File: src/rtl/stall_ctrl.sv
// Pipeline stall/redirect controller: merges RAW hazard stalls with mult/div busy
// tracking, gates PC/IF-ID updates, inserts ID/EX bubbles and counts stalled cycles.
module stall_ctrl (
  input  logic        clk,
  input  logic        rst,
  input  logic        hz_stall,
  input  logic        id_md_use,
  input  logic        md_start,
  input  logic        md_is_div,
  input  logic        br_taken,
  output logic        pcen,
  output logic        br,
  output logic        ifid_en,
  output logic        idex_clr,
  output logic        md_busy,
  output logic [3:0]  md_cnt,
  output logic [15:0] stall_cycles
);

  localparam logic [3:0]  DIV_CYCLES = 4'd10;
  localparam logic [3:0]  MUL_CYCLES = 4'd5;
  localparam logic [15:0] SC_MAX     = 16'hFFFF;

  typedef enum logic {
    IDLE = 1'b0,
    BUSY = 1'b1
  } state_t;

  state_t      state_reg;
  state_t      state_next;
  logic [3:0]  md_cnt_reg;
  logic [3:0]  md_cnt_next;
  logic [15:0] stall_cycles_reg;
  logic [15:0] stall_cycles_next;
  logic        stall;

  always_ff @(posedge clk or negedge rst) begin
    if (!rst) begin
      state_reg        <= IDLE;
      md_cnt_reg       <= 4'd0;
      stall_cycles_reg <= 16'd0;
    end else begin
      state_reg        <= state_next;
      md_cnt_reg       <= md_cnt_next;
      stall_cycles_reg <= stall_cycles_next;
    end
  end

  // A start pulse arriving while BUSY is dropped; the running count is never reloaded.
  always_comb begin
    state_next  = state_reg;
    md_cnt_next = md_cnt_reg;
    case (state_reg)
      IDLE: begin
        md_cnt_next = 4'd0;
        if (md_start) begin
          state_next  = BUSY;
          md_cnt_next = md_is_div ? DIV_CYCLES : MUL_CYCLES;
        end
      end
      BUSY: begin
        if (md_cnt_reg <= 4'd1) begin
          state_next  = IDLE;
          md_cnt_next = 4'd0;
        end else begin
          md_cnt_next = md_cnt_reg - 4'd1;
        end
      end
      default: begin
        state_next  = IDLE;
        md_cnt_next = 4'd0;
      end
    endcase
  end

  assign md_busy = (state_reg == BUSY);

  // md_start is included so the consumer in ID stalls in the very cycle the op enters EX.
  assign stall = hz_stall | (id_md_use & (md_busy | md_start));

  always_comb begin
    stall_cycles_next = stall_cycles_reg;
    if (stall && (stall_cycles_reg != SC_MAX))
      stall_cycles_next = stall_cycles_reg + 16'd1;
  end

  assign pcen         = ~stall;
  assign ifid_en      = ~stall;
  assign idex_clr     = stall;
  assign br           = br_taken & ~stall;
  assign md_cnt       = md_cnt_reg;
  assign stall_cycles = stall_cycles_reg;

endmodule

File: config.mk
export PLATFORM = sky130hd
export DESIGN_NAME = stall_ctrl
export DESIGN_NICKNAME = d
export VERILOG_FILES = /design/src/rtl/stall_ctrl.sv
export SDC_FILE = /design/constraint.sdc
export NUM_CORES = 1
export LEC_CHECK = 0
export CORE_AREA = 4 4 64 54
export DETAILED_ROUTE_END_ITERATION = 7
export DIE_AREA = 0 0 68 58
export GPL_TIMING_DRIVEN = 0
export PLACE_DENSITY = 0.67
export SYNTH_ARGS = -nofsm -noshare
export SYNTH_HDL_FRONTEND = slang
export SYNTH_SLANG_ARGS = --single-unit
File: constraint.sdc
create_clock -name clk -period 1.7 [get_ports clk]
set_input_delay 0.255 -clock clk [delete_from_list [all_inputs] [get_ports clk]]
set_output_delay 0.255 -clock clk [all_outputs]
set_load 0.05 [all_outputs]
# After elaboration in Yosys (flattened, before gate mapping)
# Index checks and enable logic that the tools add are counted.
# classes
reduce_logical	1
eq_ne	1
bitwise_logic	6
addsub	2
n_mux	7
order_cmp	1
# ops
op	n
adder 16 x 1 -> 16 bit, second input constant	1
!= test 16 bit, second input constant	1
2-to-1 mux 4 bit	3
one-hot mux 4 bit (2 select lines)	1
<= comparator 4 x 1 -> 1 bit, second input constant	1
subtractor 4 x 1 -> 4 bit, second input constant	1
AND 1 bit	2
2-to-1 mux 1 bit	2
NOT 1 bit	2
OR 1 bit	2
one-hot mux 1 bit (2 select lines)	1
logical AND 1 bit	1
# word_totals
inputBits	7
word_cells	21
output_inout_bits	25
register_bits	21

# Longest topological paths before layout
# depth
word_depth	5
depth_mapped	6
ltp_nobuf	6

# Worst setup path after synthesis
# Ideal clock, no wire load.
# synth_timing
path_kind	register to output
startpoint	register state_reg, in the netlist md_busy
endpoint	output br
path_stages_with_launch	5
n_path_buf	1
slack_ns	-0.419
t_arrival_ns	1.864
path_cell_list	dfrtp_1 o21a_1 nor2_1 buf_2 and2_1
# synth_via
elab_chain_len	5
# synth_lines
item	line_no	source
start: declaration	29	state_t state_reg;
start signal: assignment	43	state_reg <= state_next;
OR 1 bit	79	assign stall = hz_stall | (id_md_use & (md_busy | md_start));
AND 1 bit	79	
OR 1 bit	79	
NOT 1 bit	--	
via ifid_en	13	output logic ifid_en,
AND 1 bit	90	assign br = br_taken & ~stall;
end: declaration	12	output logic br,
# The timed path passes the listed nets, and every way through them passes these cells.

# Worst setup path in the final report
# layout_timing
startpoint	input md_start
endpoint	output br
# layout_via
elab_chain_len	5
# layout_lines
item	line_no	source
start: declaration	8	input logic md_start,
OR 1 bit	79	
AND 1 bit	79	
OR 1 bit	79	
NOT 1 bit	90	
AND 1 bit	90	
# No other way between the ends.

==> impl_metrics.csv <==
group,metric,value,unit
finish,layout.cells.most_common_list,"dlygate4sd2_1 (21), dfrtp_2 (15), xor2_1 (14), buf_4 (10), nor3_1 (7)",
logic_synthesis,synth_area_in_xor_xnor,12.0,%
clock_network,clock_sinks,21,
clock_network,register_clock_pin_slew_on_the_reported_worst_setup_and_hold_paths,0.11,ns
finish,area_growth,42.9,%
worst_setup_path,crit_chain,"clkdlybuf4s50_1 -> o21a_1 -> nor2_2 -> buf_6 -> and2_4 -> buf_8",
sta,worst_pin_slew,0.917,ns
logic_synthesis,synth_fa_ha_area_share,3.44,%
finish,diode_count,0,
placement,place.port_buffers,31,
worst_setup_path,worst_setup_path_end_kind,"output pin",
sta,timing.fmax,0.576,GHz
placement,dp_area,1470,um^2
logic_synthesis,netlist_instances,97,
logic_synthesis,synth_area_per_cell,11.2,um^2
grt,grt_util_all_layers,13.7,%
finish,final_common_cell,"dlygate4sd2_1",
pwr,total_leakage_power,0.740,nW
clock_network,cts_inserted_buffers,3,
pwr,power.share.combinational,55.6,%
worst_setup_path,cp-start-kind,"primary input",
floorplanning,dieHeight,58,um
grt,globalRouteOverflowTotal,0,
floorplanning,die_width,68,um
route,m1WireLength,1150,um
outcome,status,"complete, but fails checks",
route,dr_total_vias,890,
logic_synthesis,synth_compound_area_share,6.19,%
worst_setup_path,crit_buf_inv,3,
worst_setup_path,cp.required,1.44,ns
route,wl_met2,1090,um
floorplanning,design.core.area,2770,um^2
route,drt-vias-per-instance,4.97,
sta,tightest_slew_margin_relative_to_the_limit,38.7,%
sta,final.period_utilization,102,%
route,max_used_layer,"met4",
floorplanning,initial_utilization,39.5,%
floorplanning,floorplan.io_pins,32,
finish,finish.instance_area,1560,um^2
hold_path,hp-class,"primary input to asynchronous set/reset pin",
logic_synthesis,synth_fp_nets,107,
outcome,violations,"negative setup slack",
finish,post_layout_nonfiller_instances,179,
pwr,powerDensity,1590,nW/um^2
finish,drive_above_1_share,31.9,%
worst_setup_path,critPathSlowestCell,"clkdlybuf4s50_1",
route,routed_wire_length_per_instance,13.3,um
logic_synthesis,synthesis.yosys.warnings,0,
pwr,worst_ir_drop_vdd,972,uV
clock_network,cts_max_level,1,
sta,hold_ws,0.463,ns
placement,placedCellCount,166,
route,iteration_0_drc_count_of_the_detailed_router,23,
logic_synthesis,synth.distinct_cells,34,
sta,setup-tns-final,-0.0346,ns
floorplanning,row_count,17,
clock_network,cts.path.max_buffers,2,
sta,drv_slew,0,
worst_setup_path,critical_path_peak_fanout,5,
route,routed_wirelength,2390,um
sta,setup_violations,1,
logic_synthesis,synth_top_family_by_area,"simple AND/OR/NAND/NOR gates",
worst_setup_path,worst_ep_arrival_time,1.48,ns
logic_synthesis,synth.ff_latch_count,21,
pwr,tot_pwr,2.47,mW
worst_setup_path,cp_slowest_stage_delay,0.44,ns
run,max-cap-violations,0,
grt,grt_max_degree,22,
floorplanning,dieArea,3940,um^2
pwr,internal_power_contribution,1.22,mW
placement,gpl.final_weighted_congestion,0.744,
grt,grt_antenna_before_repair,0,
route,count_of_antenna_violating_nets_left_after_detailed_routing,0,
sta,period_needed,1.73,ns
clock_network,clock_tree.root_cell,"clkbuf_4",
grt,global_route_wire_length_before_repair,4060,um
route,drc_violation_count_after_routing,0,
sta,setup_ws,-0.0346,ns
sta,finalClockSkew,0.00191,ns
pwr,netSwitchingPower,1.25,mW
placement,post-place-ws,-0.815,ns
clock_network,clk-insertion-delay-late,0.30,ns
route,drt_pre_antenna_iters,4,
grt,number_of_global_route_vias_before_repair,886,
worst_setup_path,cpLargestDelayFamily,"buffers and inverters",
finish,num-nets-final,152,
sta,hold_violations,0,
worst_setup_path,worstSetupPathType,"primary input to output pin",
route,wl_met3,127,um
logic_synthesis,yosys.area_share.simple,25.0,%
finish,largest_register_ff_count,16,
finish,final_core_utilization,56.4,%
pwr,fraction_of_power_spent_switching_nets,50.7,%
logic_synthesis,post_synth_mux_area_share,1.95,%
clock_network,post_cts_hold_buffer_count,0,
logic_synthesis,syn-cell-area,1090,um^2
clock_network,clock_tree_from_tritoncts,"yes",
pwr,share_of_total_power_in_sequential_cells,35.0,%
pwr,portion_of_total_power_attributed_to_the_clock_network,9.4,%
sta,rsz0062_at_grt,"true",
placement,dp_hpwl,1780,um
logic_synthesis,yosysSeqAreaShare,48.2,%
worst reg2reg max path, stage by stage (launching register included):
cell     delay (ns)
dfrtp_2        0.37
ha_1           0.19
nand3_2        0.12
nor4_4         0.43
nor2_2         0.10
mux2_1         0.32
layer usage:
metal  vias to the layer above  global-route usage, %
met5                         -                      0
li1                        435                      -
met1                       428                   18.5
met3                         2                   5.62
met2                        25                   20.7
met4                         0                   2.27
power groups by stage:
stage,registers [mW],logic [mW],clock network [mW]
finish,0.865,1.37,0.233
global route,0.899,1.49,0.266
CTS,0.883,1.33,0.246
detailed placement,0.905,1.38,0
global placement,0.901,1.36,0
floorplan,1.41,0.398,0
worst paths after layout:
kind,from,end,slack [ns],cells past startpoint
hold / removal,rst,stall_cycles[1],0.46,1
setup reg to reg,stall_cycles[0],stall_cycles[1],0.07,5
setup / recovery,md_start,br,-0.03,6
max in group asynchronous,rst,stall_cycles[9],0.62,1
hold reg to reg,stall_cycles[14],stall_cycles[14],0.49,1
min in group clk,stall_cycles[14],stall_cycles[14],0.49,1
synthesized netlist by cell type:
| master | instances | share of area [%] |
|---|---|---|
| mux2_1 | 1 | 1.0 |
| inv_1 | 2 | 0.69 |
| and4_1 | 2 | 1.6 |
| o211ai_2 | 1 | 1.1 |
| nor2_1 | 4 | 1.4 |
| o22ai_1 | 1 | 0.57 |
| and2_1 | 1 | 0.57 |
| and3_1 | 2 | 1.1 |
| nand4_1 | 4 | 2.3 |
| xnor2_1 | 1 | 0.80 |
| nor3_1 | 7 | 3.2 |
| nor4_4 | 1 | 1.9 |
| nand2_1 | 6 | 2.1 |
| buf_4 | 1 | 0.69 |
| o21ai_0 | 4 | 1.8 |
| nand2b_1 | 1 | 0.57 |
| nor2_2 | 1 | 0.57 |
| nor4b_2 | 3 | 4.1 |
| ha_1 | 3 | 3.4 |
| nor3b_1 | 2 | 1.4 |
| o2111ai_1 | 1 | 0.80 |
| buf_6 | 1 | 1.0 |
| o21a_1 | 1 | 0.69 |
| nand3b_1 | 1 | 0.69 |
| nand3_2 | 1 | 0.92 |
| xor2_1 | 14 | 11 |
| nor4_2 | 1 | 1.1 |
| dfrtp_1 | 21 | 48 |
| o21ai_1 | 1 | 0.46 |
| o31ai_1 | 1 | 0.69 |
| buf_2 | 1 | 0.46 |
| mux2i_1 | 1 | 0.92 |
| inv_2 | 1 | 0.34 |
| nand3_1 | 3 | 1.4 |
timing repair:
item	in CTS	in global routing
buffers inserted	4	4
cloned	0	1
pin swaps	3	3
resized for setup	52	2
setup endpoints to repair	25	13
kinds of logic after synthesis:
family,count (synthesis)
xor+xnor,15
compound gates,10
simple gates,40
fa+ha+maj,3
flops,21
mux,2
buf+inv,6
final cells by class:
class                      count  area [um^2]
timing repair buffer          40          360
multi-input combinational     70          536
clock buffer                   4         26.3
buffer                         3         33.8
tap                           38         47.5
inverter                       3         11.3
sequential                    21          544
fill                         262         1210
(Power assumes the default switching activity.)
